<file path="config.mk">
export PLATFORM = sky130hd
export DESIGN_NAME = stopwatch_ctrl
export DESIGN_NICKNAME = d
export VERILOG_FILES = /design/src/rtl/stopwatch_pkg.sv /design/src/rtl/stopwatch_ctrl_btn.sv /design/src/rtl/stopwatch_ctrl.sv
export SDC_FILE = /design/constraint.sdc
export NUM_CORES = 1
export LEC_CHECK = 0
export ABC_CLOCK_PERIOD_IN_PS = 3200
export CAP_MARGIN = 0
export CORE_MARGIN = 2
export CORE_UTILIZATION = 45
export DETAILED_ROUTE_END_ITERATION = 6
export PLACE_DENSITY = 0.64
export SKIP_CTS_REPAIR_TIMING = 1
export SYNTH_ARGS = -nofsm -noshare
export SYNTH_HDL_FRONTEND = slang
export SYNTH_SLANG_ARGS = --single-unit
</file>
<file path="constraint.sdc">
create_clock -name clk -period 3.2 [get_ports clk]
set_clock_uncertainty 0.1 [all_clocks]
set_input_delay 0.32 -clock clk [delete_from_list [all_inputs] [get_ports clk]]
set_output_delay 0.32 -clock clk [all_outputs]
set_load 0.005 [all_outputs]
</file>
<file path="src/rtl/stopwatch_pkg.sv">
// Shared types and constants for the stopwatch sequencing controller.
package stopwatch_pkg;

  typedef enum logic [2:0] {
    IDLE  = 3'd0,
    RUN   = 3'd1,
    LAP   = 3'd2,
    PAUSE = 3'd3,
    FULL  = 3'd4
  } sw_state_t;

  typedef logic [3:0] bcd4_t;
  typedef logic [2:0] bcd3_t;

  localparam bcd4_t MAX_SU = 4'd9;
  localparam bcd3_t MAX_ST = 3'd5;
  localparam bcd4_t MAX_MU = 4'd9;
  localparam bcd3_t MAX_MT = 3'd5;

  // True when the live counter shows 59:59 and must not be advanced further.
  function automatic logic at_terminal(bcd4_t su, bcd3_t st, bcd4_t mu, bcd3_t mt);
    return (su == MAX_SU) && (st == MAX_ST) && (mu == MAX_MU) && (mt == MAX_MT);
  endfunction

endpackage

</file>
<file path="src/rtl/stopwatch_ctrl_btn.sv">
// Raw push-button conditioning: two-flop synchronizer followed by a
// registered rising-edge detector. A held button yields one pulse.
module btn_sync_edge (
  input  logic clk,
  input  logic reset,
  input  logic din,
  output logic pulse
);

  logic meta_q, sync_q, prev_q, pulse_q;

  // Synchronize the async level, then flag the 0->1 transition for one cycle.
  always_ff @(posedge clk or negedge reset) begin
    if (!reset) begin
      meta_q  <= 1'b0;
      sync_q  <= 1'b0;
      prev_q  <= 1'b0;
      pulse_q <= 1'b0;
    end else begin
      meta_q  <= din;
      sync_q  <= meta_q;
      prev_q  <= sync_q;
      pulse_q <= sync_q & ~prev_q;
    end
  end

  assign pulse = pulse_q;

endmodule

</file>
<file path="src/rtl/stopwatch_ctrl.sv">
// Stopwatch sequencing controller: button events, 1 Hz count enable,
// counter clear, lap freeze and display source selection.
//
// state | meaning
// IDLE  | stopped, counter may be cleared
// RUN   | counting, display live
// LAP   | counting, display frozen on latched digits
// PAUSE | stopped, prescaler phase held for resume
// FULL  | 59:59 reached, counting inhibited until clear
module stopwatch_ctrl
  import stopwatch_pkg::*;
#(
  parameter int unsigned TICK_DIV = 50_000_000
) (
  input  logic  clk,
  input  logic  reset,
  input  logic  btn_start,
  input  logic  btn_lap,
  input  logic  btn_clear,
  input  bcd4_t sec_units,
  input  bcd3_t sec_tens,
  input  bcd4_t min_units,
  input  bcd3_t min_tens,
  output logic  cnt_en,
  output logic  cnt_clr,
  output bcd4_t disp_su,
  output bcd3_t disp_st,
  output bcd4_t disp_mu,
  output bcd3_t disp_mt,
  output logic  running,
  output logic  lap_active,
  output logic  full
);

  localparam int unsigned PW = $clog2(TICK_DIV);
  localparam logic [PW-1:0] PRESC_LAST = PW'(TICK_DIV - 1);

  logic start_p, lap_p, clear_p;

  btn_sync_edge u_start (.clk(clk), .reset(reset), .din(btn_start), .pulse(start_p));
  btn_sync_edge u_lap   (.clk(clk), .reset(reset), .din(btn_lap),   .pulse(lap_p));
  btn_sync_edge u_clear (.clk(clk), .reset(reset), .din(btn_clear), .pulse(clear_p));

  // Same-cycle events collapse to the single highest-priority one.
  logic ev_clr, ev_start, ev_lap;
  assign ev_clr   = clear_p;
  assign ev_start = start_p & ~clear_p;
  assign ev_lap   = lap_p & ~clear_p & ~start_p;

  sw_state_t     state_q, state_d;
  logic [PW-1:0] presc_q, presc_d;
  logic          cnt_en_q, cnt_en_d, cnt_clr_q, cnt_clr_d;
  logic          running_q, lap_active_q, full_q, lap_load;
  bcd4_t         lap_su_q, lap_mu_q;
  bcd3_t         lap_st_q, lap_mt_q;

  logic counting, tick, terminal;
  assign counting = (state_q == RUN) || (state_q == LAP);
  assign tick     = counting && (presc_q == PRESC_LAST);
  assign terminal = tick && at_terminal(sec_units, sec_tens, min_units, min_tens);

  // Next-state, prescaler and pulse decisions; one transition per cycle.
  always_comb begin
    state_d   = state_q;
    presc_d   = presc_q;
    cnt_en_d  = 1'b0;
    cnt_clr_d = 1'b0;
    lap_load  = 1'b0;
    if (counting) presc_d = tick ? '0 : presc_q + 1'b1;
    case (state_q)
      IDLE: begin
        if (ev_clr) begin
          cnt_clr_d = 1'b1;
          presc_d   = '0;
        end else if (ev_start) begin
          state_d = RUN;
        end
      end
      RUN, LAP: begin
        // Terminal tick is swallowed so the counter never wraps past 59:59.
        if (terminal) begin
          state_d = FULL;
        end else begin
          cnt_en_d = tick;
          if (ev_start) begin
            state_d = PAUSE;
          end else if (ev_lap) begin
            state_d  = (state_q == RUN) ? LAP : RUN;
            lap_load = (state_q == RUN);
          end
        end
      end
      PAUSE, FULL: begin
        if (ev_clr) begin
          cnt_clr_d = 1'b1;
          presc_d   = '0;
          state_d   = IDLE;
        end else if (ev_start && state_q == PAUSE) begin
          state_d = RUN;
        end
      end
      default: state_d = IDLE;
    endcase
  end

  // State, prescaler, lap latch and registered outputs.
  always_ff @(posedge clk or negedge reset) begin
    if (!reset) begin
      state_q      <= IDLE;
      presc_q      <= '0;
      cnt_en_q     <= 1'b0;
      cnt_clr_q    <= 1'b0;
      running_q    <= 1'b0;
      lap_active_q <= 1'b0;
      full_q       <= 1'b0;
      lap_su_q     <= '0;
      lap_st_q     <= '0;
      lap_mu_q     <= '0;
      lap_mt_q     <= '0;
    end else begin
      state_q      <= state_d;
      presc_q      <= presc_d;
      cnt_en_q     <= cnt_en_d;
      cnt_clr_q    <= cnt_clr_d;
      running_q    <= (state_d == RUN) || (state_d == LAP);
      lap_active_q <= (state_d == LAP);
      full_q       <= (state_d == FULL);
      if (lap_load) begin
        lap_su_q <= sec_units;
        lap_st_q <= sec_tens;
        lap_mu_q <= min_units;
        lap_mt_q <= min_tens;
      end
    end
  end

  assign cnt_en     = cnt_en_q;
  assign cnt_clr    = cnt_clr_q;
  assign running    = running_q;
  assign lap_active = lap_active_q;
  assign full       = full_q;

  assign disp_su = lap_active_q ? lap_su_q : sec_units;
  assign disp_st = lap_active_q ? lap_st_q : sec_tens;
  assign disp_mu = lap_active_q ? lap_mu_q : min_units;
  assign disp_mt = lap_active_q ? lap_mt_q : min_tens;

endmodule

</file>
# Word-level counts from Yosys, hierarchy flattened
# Cells that the tools add are included.
# Widths: inputs -> output; s select.
[word_totals]
reg_bits = 60
input_bits = 19
out_inout_bits = 19
wordCells = 84
[op_classes]
n_addsub = 1
eq_ne = 12
mux = 25
n_bitwise = 11
reduce_logical = 12
[op_table]
columns = ["operator", "count"]
rows = [
  ["$mux 26", 4],
  ["$mux 3", 9],
  ["$add 26x1->26 const B", 1],
  ["$eq 26x26->1 const B", 1],
  ["$eq 3x3->1 const B", 4],
  ["$eq 3x2->1 const B", 3],
  ["$pmux 3 s3", 1],
  ["$eq 4x4->1 const B", 2],
  ["$mux 1", 8],
  ["$mux 4", 2],
  ["$and 1x1->1", 6],
  ["$eq 3x1->1 const B", 2],
  ["$logic_and 1x1->1", 6],
  ["$not 1->1", 5],
  ["$reduce_or 2->1", 2],
  ["$logic_not 3->1", 1],
  ["$reduce_or 3->1", 1],
  ["$logic_or 1x1->1", 2],
  ["$mux 2", 1],
]

# Logic depth before layout (Yosys ltp)
[logic_depth]
ltp_word = 9
mapped_depth = 7
ltp_nobuf = 6

# Cells and area by module
# A second synthesis with hierarchy kept.
[unflattened]
hier_cells = 251
hier_area_um2 = 2906.5
[by_module_without_submodules]
columns = ["module", "n_inst", "cells_per_inst", "area_per_inst_um2", "seq_area_each_um2"]
rows = [
  ["stopwatch_ctrl", 1, 236, 2565.0, 1201.2],
  ["btn_sync_edge", 3, 5, 113.9, 100.1],
]

# Worst setup path before layout
# Ideal clock, no wire load.
[synth_path]
path_kind = "register to register"
start = "register state_q[1]"
end = "register lap_mt_q[2]"
setup_time_ns = 0.125
t_arrival_ns = 1.891
required_ns = 2.975
setup_slack_ns = 1.083
path_stages_with_launch = 7
path_buffers = 1
period_less_slack_ns = 2.117
path_cell_list = "dfrtp_1 > xor2_2 > nand2_4 > nor4_4 > nor3_2 > buf_6 > mux2_4"
[synth_via]
elab_chain_len = 6
word_cells_on_any_way = 10
classes_between = "eq/ne (2); mux (4); reduce/logical (4)"
[synth_rtl]
columns = ["element", "line_no", "text"]
rows = [
  ["start, declared", "stopwatch_ctrl.sv:50", "sw_state_t state_q, state_d;"],
  ["start signal, assigned", "stopwatch_ctrl.sv:121", "state_q <= state_d;"],
  ["$eq 3x1->1 / $eq 3x2->1 (equally long branches)", "stopwatch_ctrl.sv:58, stopwatch_ctrl.sv:70, stopwatch_ctrl.sv:89", ""],
  ["$logic_or 1x1->1", "stopwatch_ctrl.sv:58", "assign counting = (state_q == RUN) || (state_q == LAP);"],
  ["$logic_and 1x1->1", "stopwatch_ctrl.sv:59", "assign tick = counting && (presc_q == PRESC_LAST);"],
  ["$logic_and 1x1->1", "stopwatch_ctrl.sv:60", "assign terminal = tick && at_terminal(sec_units, sec_tens, min_units, min_tens);"],
  ["$mux 1", "stopwatch_ctrl.sv:81", "if (terminal) begin"],
  ["$mux 1 *", "stopwatch_ctrl.sv:70", "case (state_q)"],
  ["end signal, assigned", "stopwatch_ctrl.sv:132", "lap_mt_q <= min_tens;"],
  ["end, declared", "stopwatch_ctrl.sv:55", "bcd3_t lap_st_q, lap_mt_q;"],
]
# Mark *: on every way between the ends. The rest lies on a longest branch, timed or not.
# A chain may end at the register's enable or synchronous reset.

# Worst setup path in the final report
[layout_path]
start = "register state_q[2]"
end = "register lap_st_q[2]"
[layout_via]
elab_chain_len = 6
word_cells_on_any_way = 10
classes_between = "eq/ne (2); mux (4); reduce/logical (4)"
[layout_rtl]
columns = ["element", "line_no", "text"]
rows = [
  ["$eq 3x1->1 / $eq 3x2->1 (equally long branches)", "stopwatch_ctrl.sv:58, stopwatch_ctrl.sv:70, stopwatch_ctrl.sv:89", ""],
  ["$logic_or 1x1->1", "stopwatch_ctrl.sv:58", ""],
  ["$logic_and 1x1->1", "stopwatch_ctrl.sv:59", ""],
  ["$logic_and 1x1->1", "stopwatch_ctrl.sv:60", ""],
  ["$mux 1", "stopwatch_ctrl.sv:81", ""],
  ["$mux 1 *", "stopwatch_ctrl.sv:70", ""],
  ["end signal, assigned", "stopwatch_ctrl.sv:130", "lap_st_q <= sec_tens;"],
  ["end, declared", "stopwatch_ctrl.sv:55", ""],
]
# Marks and branches as above.

==> impl_metrics.json <==
{
  "worst_ep_arrival_time_ps": 2540,
  "cts_root_buf": "clkbuf_8",
  "r2r_cells": 6,
  "tns_ps": 0,
  "grt_pass1_wl_um": 10140,
  "clk_pin_slew_ps": 70,
  "whs_path_depth": 0,
  "r2r_slack_ps": 770,
  "vias_per_cell": 5.427,
  "clkLatencyLatePin_ps": 330,
  "wl_per_cell_um": 15.18,
  "ys_types": 39,
  "cp-start-kind": "flip-flop",
  "hold_class": "reg -> reg",
  "fp.dieW_um": 84.30,
  "path_class": "reg -> reg",
  "fin_util_pct": 57.68,
  "worst_slew_pin_slew_ps": 576.0,
  "coreArea_mm2": 0.006277,
  "path_max_fanout": 14,
  "synth_area_leaders": "dfrtp_1 52%, mux2_2 7.0%, xnor2_1 5.4%, mux2_4 5.2%, nor2_1 4.1%",
  "end_kind": "flip-flop",
  "max-cap-violations": 0,
  "rsz0062_at_grt": "false",
  "required_ps": 3310,
  "final-setup-viol-count": 0,
  "ant_nets": 0,
  "synth_nets": 275,
  "synth_top_flop_cell": "dfrtp_1",
  "ioPinCount": 38,
  "die_h_um": 84.30,
  "vias": 2084,
  "grt_pass1_vias": 2048,
  "hold_ws_ps": 252.7,
  "timing.slew.headroom_pct": 61.60,
  "stdcell_area_mm2": 0.003621,
  "synth_edf_count": 0,
  "place_congestion": 0.7900,
  "fin_nets": 322,
  "finalCritPeriodShare_pct": 75.86,
  "r2r_start": "state_q[2]$_DFF_PN0_",
  "status": "complete, no violations",
  "period_needed_ps": 2427,
  "cellPowerDensity_mw_per_mm2": 694.6,
  "diodes": 0,
  "syn_avg_cell_area_um2": 11.38,
  "place_area_mm2": 0.003361,
  "hold_path_end": "u_lap.sync_q$_DFF_PN0_",
  "drtIter0Drc": 152,
  "syn_area_mm2": 0.002902,
  "dieArea_mm2": 0.007106,
  "netlist.area_leader.share_pct": 51.75,
  "drc_errors": 0,
  "ir_drop_mv": 0.3342,
  "r2r-end": "lap_st_q[2]$_DFFE_PN0P_",
  "fin_ws_ps": 772.6,
  "cts_sinks": 60,
  "clock.fmax_mhz": 412.0,
  "synth-seq-area-share_pct": 51.75,
  "drt_wl_total_um": 5828,
  "ys_warn_count": 0,
  "grt_use_total_pct": 18.00,
  "numCtsBuffers": 9,
  "maxSlewViolCount": 0,
  "grt_max_degree": 41,
  "overflow": 0,
  "synth-async-reset-ratio_pct": 100.0,
  "rows": 29,
  "drive_above_1_share_pct": 17.26,
  "synth-seq-cells": 60,
  "ctsHtreeMaxLevel": 3,
  "power.leakage_nw": 1.529,
  "yosysMostFrequentCell": "dfrtp_1",
  "antenna_found_initial": 0,
  "synth_commonest_cells": "60 x dfrtp_1, 32 x nor2_1, 18 x mux2_2, 18 x xnor2_1, 17 x nand2_1",
  "dpl_worst_slack_ps": 455.7,
  "cts_buffer_depth": 2,
  "drt-pass1-iter-count": 4,
  "min_from": "u_lap.meta_q$_DFF_PN0_",
  "start_util_pct": 46.22,
  "netlist_instances": 255,
  "dp_hpwl_um": 3904,
  "io_buffers": 37,
  "areaGrowthSynthToFinish_pct": 24.80,
  "synth_top_area_cell": "dfrtp_1",
  "hold_violations": 0,
  "cts_tree": "yes"
}
## worst max-delay path, cell delays in order, from the launching register on
cell and delay [ps]:
dfrtp_1 510, and4b_1 420, nand2_4 160, nor4_4 500
nor3_2 80, buf_4 220, mux2_4 320
## state kept, by name, summed over array words and instances (netlist names), 3 cells and up
register  flops
lap_mt_q      3
lap_mu_q      4
lap_st_q      3
lap_su_q      4
presc_q      26
state_q       3
## logic make-up after synthesis
family	after synthesis	synth area share, %
AOI/OAI and AO/OA	13	3.061
xor gates and xnor gates	26	8.107
adders and majority gates	1	0.4312
buffers and inverters	7	1.250
DFF	60	51.75
muxes	28	12.16
and+or+nand+nor	120	23.24
## worst max-delay path by stage
| stage | from | endpoint | slack (ps) | depth (start not counted) |
|---|---|---|---|---|
| 2_1_floorplan | state_q[1]$_DFF_PN0_ | lap_mt_q[2]$_DFFE_PN0P_ | 1080 | 6 |
| 3_3_place_gp | sec_units[3] | lap_mu_q[1]$_DFFE_PN0P_ | 510 | 7 |
| 3_5_place_dp | sec_units[3] | lap_su_q[0]$_DFFE_PN0P_ | 460 | 7 |
| 4_1_cts | state_q[2]$_DFF_PN0_ | lap_st_q[2]$_DFFE_PN0P_ | 760 | 6 |
| 5_1_grt | sec_units[3] | lap_st_q[1]$_DFFE_PN0P_ | 620 | 7 |
| 6_report | state_q[2]$_DFF_PN0_ | lap_st_q[2]$_DFFE_PN0P_ | 770 | 6 |
## per-stage QoR
stage | total power [mW] | instances
2_1_floorplan | 1.417 | 255
3_3_place_gp | 1.672 | 367
3_5_place_dp | 1.684 | 367
4_1_cts | 2.544 | 383
5_1_grt | 2.657 | 384
6_report | 2.515 | 384
## cell type report
type	instances	area [µm²]
Timing Repair Buffer	42	405.4
Clock inverter	4	95.09
Fill cell	517	2656
Sequential cell	60	1501
Tap cell	77	96.34
Inverter	1	3.754
Multi-Input combinational cell	188	1364
Clock buffer	12	155.1
## cells in the final DEF (no fill, tap or decap), drive strengths merged, types with 8 or more instances in the layout
master	Yosys	routed
nor2b	8	8
dfrtp	60	60
nand2	18	18
mux2	28	28
nand4	10	10
nor2	32	32
clkbuf	3	12
clkdlybuf4s50	0	36
nor3	9	9
nand3	11	11
nor4	10	10
xnor2	18	18
xor2	8	8
## report_power, final
group          leakage (nW)  switching, mW  total, mW  internal [mW]
clock                 0.127          0.288      0.847          0.559
combinational         0.631          0.237      0.638          0.401
sequential            0.772          0.124       1.03          0.907
total                  1.53          0.648       2.52           1.87
## per-layer routing
metal | global-route usage [%] | wire (µm) | vias to the layer above
li1 | - | - | 1007
met1 | 26.79 | 2974 | 1008
met2 | 24.82 | 2456 | 62
met3 | 5.605 | 323 | 7
met4 | 6.305 | 74 | 0
met5 | 0 | 0 | -
(Power assumes the default switching activity.)
